==> src/rtl/mac_tile_reconf.sv <==
// Purpose: one processing element of the reconfigurable systolic MAC array (weight- or output-stationary).
// Latency: every output is registered; each instruction takes effect on the next rising clk edge.
// Backpressure: none; the tile consumes its inputs on every cycle and has no handshake.
module mac_tile_reconf #(
  parameter int bw      = 4,
  parameter int psum_bw = 16
) (
  input  logic               clk,
  input  logic               reset,
  input  logic [bw-1:0]      in_w,
  input  logic [psum_bw-1:0] in_n,
  input  logic [2:0]         inst_w,
  output logic [psum_bw-1:0] out_s,
  output logic [bw-1:0]      out_e,
  output logic [2:0]         inst_e
);

  // Full-precision product width: (bw+1)-bit unsigned-as-signed activation times bw-bit signed weight.
  localparam int PW = 2 * bw + 1;

  logic [psum_bw-1:0] r_out_s;
  logic [bw-1:0]      r_out_e;
  logic [2:0]         r_inst_e;
  logic [psum_bw-1:0] r_acc;
  logic [bw-1:0]      r_w_q;
  logic               r_w_loaded;

  logic               w_mode;
  logic               w_exec;
  logic               w_load;
  logic [bw-1:0]      w_wt;
  logic signed [PW-1:0] w_a_ext;
  logic signed [PW-1:0] w_wt_ext;
  logic signed [PW-1:0] w_prod;
  logic [psum_bw-1:0] w_prod_ext;
  logic [psum_bw-1:0] w_acc_sum;
  logic [psum_bw-1:0] w_ws_sum;

  assign w_mode = inst_w[2];
  assign w_exec = inst_w[1];
  assign w_load = inst_w[0];

  // OS takes the weight straight from the north stream; WS uses the stationary weight.
  assign w_wt = w_mode ? in_n[bw-1:0] : r_w_q;

  // Activation is unsigned, so it is zero-extended; the weight is sign-extended.
  assign w_a_ext    = {{(PW - bw){1'b0}}, in_w};
  assign w_wt_ext   = {{(PW - bw){w_wt[bw-1]}}, w_wt};
  assign w_prod     = w_a_ext * w_wt_ext;
  assign w_prod_ext = {{(psum_bw - PW){w_prod[PW-1]}}, w_prod};

  // Both sums wrap modulo 2^psum_bw; no saturation.
  assign w_acc_sum = r_acc + w_prod_ext;
  assign w_ws_sum  = in_n + w_prod_ext;

  // Pipeline registers, accumulator and stationary weight; reset clears everything asynchronously.
  always_ff @(posedge clk or negedge reset) begin
    if (!reset) begin
      r_out_s    <= '0;
      r_out_e    <= '0;
      r_inst_e   <= '0;
      r_acc      <= '0;
      r_w_q      <= '0;
      r_w_loaded <= 1'b0;
    end else begin
      r_inst_e <= inst_w;
      if (w_exec) begin
        r_out_e <= in_w;
      end
      if (w_mode) begin
        case ({w_exec, w_load})
          2'b10: begin
            r_acc   <= w_acc_sum;
            r_out_s <= in_n;
          end
          2'b01: begin
            r_out_s <= r_acc;
            r_acc   <= in_n;
          end
          2'b11: begin
            r_out_s <= r_acc;
            r_acc   <= '0;
          end
          default: begin
          end
        endcase
      end else if (w_load) begin
        // First load captures the weight; later loads pass weights on to tiles further south.
        if (!r_w_loaded) begin
          r_w_q      <= in_n[bw-1:0];
          r_w_loaded <= 1'b1;
        end else begin
          r_out_s <= in_n;
        end
      end else if (w_exec) begin
        r_out_s <= w_ws_sum;
      end
    end
  end

  assign out_s  = r_out_s;
  assign out_e  = r_out_e;
  assign inst_e = r_inst_e;

endmodule

==> config.mk <==
export PLATFORM = sky130hd
export DESIGN_NAME = mac_tile_reconf
export DESIGN_NICKNAME = d
export VERILOG_FILES = /design/src/rtl/mac_tile_reconf.sv
export SDC_FILE = /design/constraint.sdc
export NUM_CORES = 1
export LEC_CHECK = 0
export BUFFER_PORTS_ARGS = -buffer_cell sky130_fd_sc_hd__buf_2
export CAP_MARGIN = 40
export CORE_MARGIN = 2
export CORE_UTILIZATION = 65
export CTS_BUF_LIST = sky130_fd_sc_hd__clkbuf_8
export CTS_CLUSTER_SIZE = 40
export DETAILED_ROUTE_END_ITERATION = 10
export PLACE_DENSITY = 0.87
export SKIP_CTS_REPAIR_TIMING = 1
export SYNTH_ARGS = -nofsm -noshare
export SYNTH_HDL_FRONTEND = slang
export SYNTH_SLANG_ARGS = --single-unit
==> constraint.sdc <==
create_clock -name clk -period 10.5 [get_ports clk]
set_input_delay 0 -clock clk [delete_from_list [all_inputs] [get_ports clk]]
set_output_delay 0 -clock clk [all_outputs]
set_load 0.02 [all_outputs]
Word-level counts from Yosys, hierarchy flattened
Cells that the tools add are included.

word-level totals
  bits in registers = 44
  bits of input ports = 25
  output and inout port bits = 23
  word-level logic and storage cells = 30

operators by class
  add/subtract/negate cells = 2
  multipliers = 1
  equality and inequality tests = 5
  multiplexer cells = 7
  bitwise gates (word level) = 2
  reduce and logical (&&, ||, !) cells = 7

operators by type and width
  cell                                                                      number
  16-bit 2-to-1 mux                                                         4
  16-bit case mux with 3 select lines                                       1
  16-bit adder                                                              2
  16-bit case mux with 2 select lines                                       1
  5-bit by 4-bit multiplier with 9-bit output                               1
  3-bit AND reduction                                                       2
  3-bit nonzero test                                                        2
  2-bit == test (second input constant)                                     2
  4-bit 2-to-1 mux                                                          1
  2-bit AND reduction                                                       2
  3-bit by 1-bit inequality test with 1-bit output (second input constant)  1
  3-bit by 2-bit inequality test with 1-bit output (second input constant)  1
  2-bit by 1-bit == test with 1-bit output (second input constant)          1
  1-bit NOT                                                                 2
  2-bit OR reduction                                                        1

Longest topological paths before layout
  depth after elaboration = 6
  gate-level depth with buffers = 23

Worst setup path before layout
OpenSTA, ideal clock, no wires.

  path type = input to register
  start point = input port inst_w[2]
  end point = register r_acc[15]
  library setup time = 0.137 ns
  data arrival time = 4.930 ns
  data required time = 10.363 ns
  slack = 5.433 ns
  stages = 20
  path buffers = 1
  cell sequence = clkbuf_1 mux2i_1 or2_2 fa_1 fa_1 fa_1 inv_1 ha_1 a211oi_1 o21bai_1 a21oi_2 xnor2_2 ha_1 a21o_1 a21oi_1 o21bai_1 a21o_1 a221oi_2 xnor2_1 o221ai_2

between the ends
  longest elaborated chain between the ends = 4

RTL lines
  what                                         line  text
  from (decl)                                  12    input logic [2:0] inst_w,
  4-bit 2-to-1 mux                             44    assign w_wt = w_mode ? in_n[bw-1:0] : r_w_q;
  5-bit by 4-bit multiplier with 9-bit output  49    assign w_prod = w_a_ext * w_wt_ext;
  16-bit adder                                 53    assign w_acc_sum = r_acc + w_prod_ext;
  16-bit case mux with 3 select lines          71    case ({w_exec, w_load})
  to (signal assigned)                         73    r_acc <= w_acc_sum;
  to (signal assigned)                         78    r_acc <= in_n;
  to (decl)                                    24    logic [psum_bw-1:0] r_acc;

Parallel ways exist; a longest one is shown, timed or not.
A chain may end at the register's enable or synchronous reset.

Worst setup path in the final report
  start point = register r_w_q[3]
  end point = register r_acc[15]

between the ends
  longest elaborated chain between the ends = 4

RTL lines
  what                                         line  text
  from (decl)                                  25    logic [bw-1:0] r_w_q;
  from (signal assigned)                       90    r_w_q <= in_n[bw-1:0];
  4-bit 2-to-1 mux                             44
  5-bit by 4-bit multiplier with 9-bit output  49
  16-bit adder                                 53
  16-bit case mux with 3 select lines          71

No other way between the ends.

==> flow_metrics.py <==
metrics = {
    "layout": {
        "layout_commonest_cell": "ha_1",
        "layout-drive-gt1-share_pct": 18.0,
        "antennaDiodeCount": 0,
        "nets": 589,
        "syn_to_final_growth_pct": 9.80,
        "fin_area_um2": 4580,
        "final_cell_mix": "ha_1 (48), buf_2 (47), nand2_1 (46), dfrtp_1 (44), nor2_1 (35)",
    },
    "worst_setup_path": {
        "cp.arrival_ps": 5810,
        "worst_setup_path_end_kind": "register",
        "critPathRequiredTime_ps": 10680,
        "start_kind": "register",
        "timing_worst_setup_path_type": "reg2reg",
        "critPathMaxFanout": 17,
    },
    "sta": {
        "period_share_pct": 53.7,
        "setup_viol": 0,
        "finClkSkew_ps": 6.35,
        "relSlewSlack_pct": 35.8,
        "period_needed_ps": 5640,
        "finalHoldViolCount": 1,
        "holdWs_ps": -0.361,
        "timing.fmax_ghz": 0.177,
        "grt_setup_unrepaired": "false",
        "slew_viol_final": 0,
        "tns_ps": 0,
        "tightest_slew_ps": 958,
    },
    "run_status": {
        "status": "finished with violations",
        "violations": "hold timing",
    },
    "die": {
        "core-area_um2": 6280,
        "num_rows": 29,
        "die_x_um": 84.1,
        "initial_core_util_pct": 66.5,
        "die_height_um": 84.1,
        "die_area_um2": 7080,
        "boundaryPins": 48,
    },
    "detailed_routing": {
        "vias_per_cell": 6.60,
        "route.detailed.drc": 0,
        "drt_iter0_markers": 328,
        "drt-wirelength-per-cell_um": 18.2,
        "detail-route-antenna-nets": 0,
        "vias": 3877,
        "first_pass_iters": 6,
        "finalWirelength_mm": 10.7,
    },
    "clocking": {
        "cts_tree": "yes",
        "clk_pin_slew_worst_paths_ps": 90,
        "root_buffer": "clkbuf_8",
        "cts.sinks": 44,
        "cts_inserted_buffers": 5,
        "clockBufferDepth": 2,
        "h-tree-depth": 2,
        "clk_latency_ps": 300,
    },
    "global_route": {
        "grt_pass1_vias": 3585,
        "overflow": 0,
        "grt_start_max_net_pins": 47,
        "antenna_found_initial": 0,
        "track_usage_pct": 30.0,
        "grt_pass1_wl_mm": 17.2,
    },
    "synthesis": {
        "async_flop_share_pct": 100,
        "post_synth_num_cell_types": 54,
        "yosysSeqAreaShare_pct": 26.4,
        "synth_edf_count": 0,
        "synth.cell_area_um2": 4170,
        "synth_seq_cells": 44,
        "postSynthAreaPerCell_um2": 8.92,
        "synth_nets": 548,
        "synth_warnings": 0,
        "synth-main-ff-cell": "dfrtp_1",
        "synthCells": 468,
    },
    "placement": {
        "hpwl_mm": 8.03,
        "port_buffers": 47,
        "placed_area_um2": 4470,
        "place_congestion": 1.08,
    },
    "run": {
        "cap_violations": 0,
    },
    "hold_path": {
        "hold_path_class": "in2reg",
    },
    "power_and_ir_drop": {
        "power_leakage_nw": 2.21,
        "power_density_nw_per_um2": 155,
        "ir_worst_vdd_v": 0.000121,
    },
}
==> worst max-delay path, stage by stage (launching register included) <==
cell	delay [ps]
dfrtp_1	380
mux2i_1	420
or2_2	230
fa_1	430
fa_1	580
fa_1	420
inv_1	70
ha_1	190
a211oi_1	100
o21bai_1	180
a21oi_2	90
xnor2_2	740
ha_1	430
a21o_1	210
a21oi_1	150
o21bai_1	100
a21o_1	210
a221oi_2	280
xnor2_1	170
o221ai_2	110
==> flip-flops by register name (all words and copies together), names as in the netlist <==
name	flops
out_s	16
r_w_q	4
inst_e	3
r_acc	16
r_w_loaded	1
out_e	4
==> cells by family (layout without fill, tap and decap cells) <==
logic type                 count (synthesis)  in the layout  synth area share (%)
AOI/OAI and AO/OA                        152            152                  25.0
DFF                                       44             44                  26.4
xor gates and xnor gates                  31             31                  6.68
buffers and inverters                     37             79                  3.51
adders and majority gates                 55             55                  17.7
and+or+nand+nor                          118            118                  12.7
muxes                                     31             31                  8.00
==> final timing paths <==
| path | startpoint | end | slack [ps] | depth (start not counted) |
|---|---|---|---|---|
| max reg2reg | r_w_q[3] | r_acc[15] | 4860 | 19 |
| max | r_w_q[3] | r_acc[15] | 4860 | 19 |
| min | in_w[0] | out_e[0] | -0.4 | 2 |
| max in group asynchronous | reset | r_acc[1] | 9890 | 3 |
| min reg2reg | out_s[7] | out_s[7] | 490 | 2 |
| min in group asynchronous | reset | out_s[8] | 130 | 2 |
==> final cells by class <==
cell class                 count  area [µm²]
fill                         456        1690
timing repair buffer          50         273
inverter                      21        78.8
clock inverter                 3        38.8
tap                           77        96.3
multi-input combinational    387        2930
sequential                    44        1100
clock buffer                   5        68.8
==> report_power, final <==
part	leakage [nW]	switching [mW]	internal, mW	total [mW]
combinational	1.61	0.209	0.149	0.357
sequential	0.540	0.0245	0.197	0.222
clock	0.0593	0.0615	0.0698	0.131
total	2.21	0.295	0.416	0.711
==> synthesized netlist by cell type (3+ instances only) <==
| cell type | count | area [µm²] |
|---|---|---|
| nand2_1 | 46 | 173 |
| a22oi_1 | 5 | 37.5 |
| nand2b_1 | 4 | 25.0 |
| mux2_2 | 17 | 191 |
| o22ai_1 | 4 | 25.0 |
| clkbuf_1 | 9 | 33.8 |
| o21ai_1 | 23 | 115 |
| mux2i_1 | 12 | 120 |
| a31oi_1 | 7 | 43.8 |
| nor3_1 | 4 | 20.0 |
| ha_1 | 48 | 601 |
| o21a_1 | 5 | 37.5 |
| nor2_1 | 35 | 131 |
| inv_1 | 20 | 75.1 |
| a21oi_1 | 32 | 160 |
| dfrtp_1 | 44 | 1100 |
| o221ai_1 | 6 | 52.6 |
| xor2_1 | 10 | 87.6 |
| a21o_1 | 13 | 97.6 |
| o21ai_0 | 18 | 90.1 |
| fa_1 | 7 | 140 |
| nor2b_1 | 11 | 68.8 |
| xnor2_1 | 20 | 175 |
| a221oi_1 | 4 | 35.0 |
| a21oi_2 | 3 | 26.3 |
| buf_2 | 6 | 30.0 |
| a32oi_1 | 5 | 43.8 |
| a211oi_1 | 8 | 60.1 |
| and2_1 | 7 | 43.8 |
==> metal layers <==
metal	global-route usage, %	part of all wire [%]	up-vias
li1	-	-	1792
met3	4.42	9.2	33
met4	9.82	2.5	0
met5	0	0	-
met2	49.9	48	202
met1	40.6	41	1850
==> metrics by stage <==
| stage | total power [mW] | hold slack (ps) | setup WS, ps | std cells | util (%) |
|---|---|---|---|---|---|
| 5_1_grt | 0.752 | 6.42 | 4470 | 587 | 73.0 |
| 2_1_floorplan | 0.485 | -296 | 5430 | 468 | - |
| 4_1_cts | 0.701 | -404 | 4920 | 586 | 72.9 |
| 3_3_place_gp | 0.550 | 201 | 4950 | 577 | 70.8 |
| 3_5_place_dp | 0.569 | -80.0 | 4670 | 578 | 71.1 |
| 6_report | 0.711 | -0.361 | 4860 | 587 | 73.0 |
(Power assumes the default switching activity.)
